### config.mk
export PLATFORM = sky130hd
export DESIGN_NAME = clock_divider_prog
export DESIGN_NICKNAME = d
export VERILOG_FILES = /design/src/rtl/clock_divider_prog.sv
export SDC_FILE = /design/constraint.sdc
export NUM_CORES = 1
export LEC_CHECK = 0
export ABC_AREA = 1
export BUFFER_PORTS_ARGS = -buffer_cell sky130_fd_sc_hd__buf_2
export CORE_MARGIN = 1.5
export CORE_UTILIZATION = 26
export CTS_BUF_LIST = sky130_fd_sc_hd__clkbuf_4 sky130_fd_sc_hd__clkbuf_8
export DETAILED_ROUTE_END_ITERATION = 10
export PLACE_DENSITY = 0.46
export SYNTH_ARGS = -nofsm -noshare
export SYNTH_HDL_FRONTEND = slang
export SYNTH_SLANG_ARGS = --single-unit
### constraint.sdc
create_clock -name clk -period 33.9 [get_ports clk]
set_clock_uncertainty 0.2 [all_clocks]
set_input_delay 6.78 -clock clk [delete_from_list [all_inputs] [get_ports clk]]
set_output_delay 6.78 -clock clk [all_outputs]
set_load 0.01 [all_outputs]
### src/rtl/clock_divider_prog.sv
// NCH independent programmable clock-enable dividers (divisor D, high-time H).
// New settings wait in a pending slot and switch over at a period boundary, disable or sync.
module clock_divider_prog #(
  parameter int NCH          = 4,
  parameter int DW           = 16,
  parameter int DEFAULT_DIV  = 16,
  parameter int DEFAULT_HIGH = 8,
  localparam int CW          = (NCH > 1) ? $clog2(NCH) : 1
) (
  input  logic           clk,
  input  logic           rst,
  input  logic [NCH-1:0] en,
  input  logic           sync,
  input  logic           wr_en,
  input  logic [CW-1:0]  wr_ch,
  input  logic [DW-1:0]  wr_div,
  input  logic [DW-1:0]  wr_high,
  output logic [NCH-1:0] clk_out,
  output logic [NCH-1:0] tick,
  output logic [NCH-1:0] pending,
  output logic           wr_err
);

  logic [DW-1:0]  cnt_q   [NCH];
  logic [DW-1:0]  cnt_d   [NCH];
  logic [DW-1:0]  div_q   [NCH];
  logic [DW-1:0]  div_d   [NCH];
  logic [DW-1:0]  high_q  [NCH];
  logic [DW-1:0]  high_d  [NCH];
  logic [DW-1:0]  pdiv_q  [NCH];
  logic [DW-1:0]  pdiv_d  [NCH];
  logic [DW-1:0]  phigh_q [NCH];
  logic [DW-1:0]  phigh_d [NCH];

  logic [NCH-1:0] pend_q, pend_d;
  logic [NCH-1:0] clk_out_q, clk_out_d;
  logic [NCH-1:0] tick_q, tick_d;
  logic [NCH-1:0] at_end, apply, wr_hit;
  logic           wr_ok;
  logic           wr_err_q, wr_err_d;

  assign wr_ok = wr_en
              && (32'(wr_ch) < 32'(NCH))
              && (wr_div >= DW'(2))
              && (wr_high != '0)
              && (wr_high < wr_div);

  // A pending setting is handed over whenever the counter is (re)started at zero.
  for (genvar g = 0; g < NCH; g++) begin : g_ch
    assign at_end[g] = (cnt_q[g] == div_q[g] - DW'(1));
    assign apply[g]  = pend_q[g] && (sync || !en[g] || at_end[g]);
    assign wr_hit[g] = wr_ok && (32'(wr_ch) == 32'(g));
  end

  always_comb begin
    clk_out_d = '0;
    tick_d    = '0;
    pend_d    = pend_q;
    wr_err_d  = wr_en && !wr_ok;
    for (int i = 0; i < NCH; i++) begin
      cnt_d[i]   = cnt_q[i];
      div_d[i]   = div_q[i];
      high_d[i]  = high_q[i];
      pdiv_d[i]  = pdiv_q[i];
      phigh_d[i] = phigh_q[i];

      if (sync || !en[i]) begin
        cnt_d[i] = '0;
      end else begin
        clk_out_d[i] = (cnt_q[i] < high_q[i]);
        tick_d[i]    = (cnt_q[i] == '0);
        cnt_d[i]     = at_end[i] ? '0 : cnt_q[i] + DW'(1);
      end

      if (apply[i]) begin
        div_d[i]  = pdiv_q[i];
        high_d[i] = phigh_q[i];
        pend_d[i] = 1'b0;
      end

      // A write on the handover edge only refills the pending slot.
      if (wr_hit[i]) begin
        pdiv_d[i]  = wr_div;
        phigh_d[i] = wr_high;
        pend_d[i]  = 1'b1;
      end
    end
  end

  always_ff @(posedge clk or posedge rst) begin
    if (rst) begin
      for (int i = 0; i < NCH; i++) begin
        cnt_q[i]   <= '0;
        div_q[i]   <= DW'(DEFAULT_DIV);
        high_q[i]  <= DW'(DEFAULT_HIGH);
        pdiv_q[i]  <= DW'(DEFAULT_DIV);
        phigh_q[i] <= DW'(DEFAULT_HIGH);
      end
      pend_q    <= '0;
      clk_out_q <= '0;
      tick_q    <= '0;
      wr_err_q  <= 1'b0;
    end else begin
      for (int i = 0; i < NCH; i++) begin
        cnt_q[i]   <= cnt_d[i];
        div_q[i]   <= div_d[i];
        high_q[i]  <= high_d[i];
        pdiv_q[i]  <= pdiv_d[i];
        phigh_q[i] <= phigh_d[i];
      end
      pend_q    <= pend_d;
      clk_out_q <= clk_out_d;
      tick_q    <= tick_d;
      wr_err_q  <= wr_err_d;
    end
  end

  assign clk_out = clk_out_q;
  assign tick    = tick_q;
  assign pending = pend_q;
  assign wr_err  = wr_err_q;

endmodule
==> impl_metrics.env <==
export IMPL_yosysWarningCount=0
export IMPL_cts_root_buf="clkbuf_8"
export IMPL_r2r_start="div_q[16]"
export IMPL_wl_mm=54.6
export IMPL_r2r_cells=15
export IMPL_antenna_found_initial=4
export IMPL_whs_endpoint="phigh_q[51]"
export IMPL_cts_resized=0
export IMPL_cts_sinks=333
export IMPL_timing_slew_headroom=0.151
export IMPL_drcViolationCount=0
export IMPL_fillers=7630
export IMPL_crit_fanout=67
export IMPL_cts_tree="built"
export IMPL_place_ws_ps=23270
export IMPL_period_minus_slack_ps=10080
export IMPL_rows=98
export IMPL_rsz0062_at_grt="no"
export IMPL_drive_gt1_frac=0.102
export IMPL_die_area_um2=73400
export IMPL_critPathKind="in2reg"
export IMPL_tightest_slew_ps=1270
export IMPL_synth_area_per_cell_um2=7.71
export IMPL_gp_congestion=0.828
export IMPL_netlist_area_um2=18700
export IMPL_fmax_ghz=0.0992
export IMPL_seqCellArea_um2=8350
export IMPL_p_sw_frac=0.367
export IMPL_max_cap_violations=0
export IMPL_synth_top_cell_area_share=0.425
export IMPL_drt_pass1_iterations=6
export IMPL_cts_max_path_buffers=3
export IMPL_synth_cell_types=38
export IMPL_grt_pass1_wl_mm=89.5
export IMPL_crit_path_end_kind="flip-flop"
export IMPL_synthTopCellsByArea="dfrtp_1 42%, nand2_1 17%, ha_1 5.8%"
export IMPL_area_delta_synth_final_pct=13.1
export IMPL_cell_internal_pwr_mw=0.886
export IMPL_hp_start="phigh_q[51]"
export IMPL_power_switching_mw=0.513
export IMPL_startpoint_type="primary input"
export IMPL_grt_overflow=0
export IMPL_hold_buffers=0
export IMPL_cts_htree_levels=3
export IMPL_hp_class="reg2reg"
export IMPL_ys_flop_type="dfrtp_1"
export IMPL_dpl_cell_area_um2=19800
export IMPL_ys_ff_latch=333
export IMPL_syn_nets=2552
export IMPL_cts_clk_slew_worst_paths_ps=60
export IMPL_synth_seq_area_share=0.447
export IMPL_drt_initial_drc_count=1146
export IMPL_grt_pass1_vias=16500
export IMPL_ios=55
export IMPL_clkLatencyLatePin_ps=640
export IMPL_p_per_area_nw_per_um2=66.2
export IMPL_cts_setup_buffers=0
export IMPL_hpwl_mm=38.0
export IMPL_ir_drop_mv=0.0255
export IMPL_cp_required_ps=34200
export IMPL_setup_violations=0
export IMPL_cts_made_buffers=66
export IMPL_multi_input_area_um2=8980
export IMPL_setup_ws_ps=23820
export IMPL_coreArea_um2=71200
export IMPL_grt_max_degree=168
export IMPL_ant_nets=0
export IMPL_ys_async_sr_fraction=1.00
export IMPL_nets=2587
export IMPL_vias=16100
export IMPL_start_util=0.262
export IMPL_finalCritPeriodShare=0.297
export IMPL_power_frac_seq=0.408
export IMPL_wl_per_cell_um=15.8
export IMPL_whs_path_depth=2
export IMPL_synth_edf_count=0
export IMPL_total_leakage_power_nw=10.8
export IMPL_vias_per_cell=4.67
export IMPL_die_h_um=271
export IMPL_timing_rr_end="high_q[27]"
export IMPL_combPwrFrac=0.287
export IMPL_final_area_um2=21100
export IMPL_ff2ff_setup_slack_ps=29790
export IMPL_io_buffers=54
export IMPL_maxSlewViolCount=0
export IMPL_fin_tns_setup_ps=0
export IMPL_yosys_area_top_type="dfrtp_1"
export IMPL_clkPwrFrac=0.304
export IMPL_status="finished, final reports clean"
export IMPL_die_w_um=271
export IMPL_arrival_ps=10380
export IMPL_netlist_instances=2423
export IMPL_track_usage=0.152
export IMPL_hold_violations=0
state kept, by name, indices dropped and copies added, names as in the netlist:
register,flops
wr_err,1
clk_out,4
div_q,64
pdiv_q,64
cnt_q,64
tick,4
phigh_q,64
pending,4
high_q,64
critical path, stage by stage:
cell and delay [ps]:
buf_2 240, inv_1 80, ha_1 300, nand2_1 80, inv_1 40, nand3_1 90
inv_1 60, a21oi_1 160, a21boi_4 420, buf_4 630, nand3_1 1070, nand2_1 290
nand2_1 90
through the flow:
stage,power [mW],hold slack (ps),utilization,std cells
finish,1.40,263,0.297,3456
global route,1.52,286,0.297,3456
CTS,1.42,266,0.296,3455
detailed placement,0.983,257,0.277,3340
global placement,0.973,256,0.277,3340
floorplan,0.875,242,-,2423
synth_stat cells (all sizes together) (15+ instances only):
cell type    n
clkbuf      53
nor4        15
nor3        30
o21ai       32
nand4      150
dfrtp      317
buf         49
nand3      206
ha          87
inv        221
nand2      856
nand3b      28
dfstp       16
xnor2       39
nor2       210
a21oi       53
xor2        45
cell families (layout without fill, tap and decap cells):
family                     Yosys count  after routing  share of synthesized area
DFF                                333            333                      0.447
buffers and inverters              324            406                     0.0732
xor gates and xnor gates            84             84                     0.0394
and+or+nand+nor                   1503           1503                      0.356
other                                0              1                          0
adders and majority gates           87             87                     0.0583
AOI/OAI and AO/OA                   92             92                     0.0258
worst max path at each step:
stage	from	slack [ps]	cells past startpoint	endpoint
CTS	wr_div[14]	23980	13	pdiv_q[28]
finish	wr_div[14]	23820	13	phigh_q[18]
floorplan	rst	17720	1	clk_out[0]
global route	wr_div[14]	23510	13	phigh_q[24]
global placement	wr_div[5]	23300	12	pdiv_q[21]
detailed placement	wr_div[14]	23270	13	phigh_q[24]
cells in the final DEF, fill, tap and decap left out, types with 12 or more instances in the layout:
master	Yosys	final
nand2_1	844	844
dfrtp_1	317	317
inv_1	217	216
nand3_1	195	194
nor2_1	192	189
nand4_1	150	150
ha_1	87	87
clkbuf_8	0	80
buf_2	33	54
a21oi_1	53	53
xor2_1	45	45
xnor2_1	39	39
o21ai_0	31	31
clkbuf_4	0	30
nor3_1	28	28
nand3b_1	28	28
dfstp_2	16	16
nor4_1	15	15
nor2_2	11	14
buf_4	2	14
nand3_2	11	12
nand2_2	12	12
layer usage:
metal	global-route usage	share of wire	up-vias
li1	-	-	7918
met5	0	0.00073	-
met1	0.201	0.46	7749
met4	0.0525	0.024	6
met3	0.0372	0.059	97
met2	0.241	0.45	357
power by group through the flow:
stage / clock network, mW / registers (mW) / logic [mW]
floorplan: 0 / 0.551 / 0.324
detailed placement: 0 / 0.578 / 0.405
CTS: 0.442 / 0.573 / 0.407
global route: 0.461 / 0.584 / 0.473
finish: 0.426 / 0.572 / 0.402
global placement: 0 / 0.577 / 0.395
cell type report:
class / instances / share of cell area
clock buffer: 110 / 0.0628
timing repair buffer: 69 / 0.0187
inverter: 222 / 0.0398
antenna: 1 / 0.000118
clock inverter: 5 / 0.00166
tap: 950 / 0.0563
multi-input combinational: 1766 / 0.425
sequential: 333 / 0.395
Note: power is estimated with default switching activity, not from simulation.
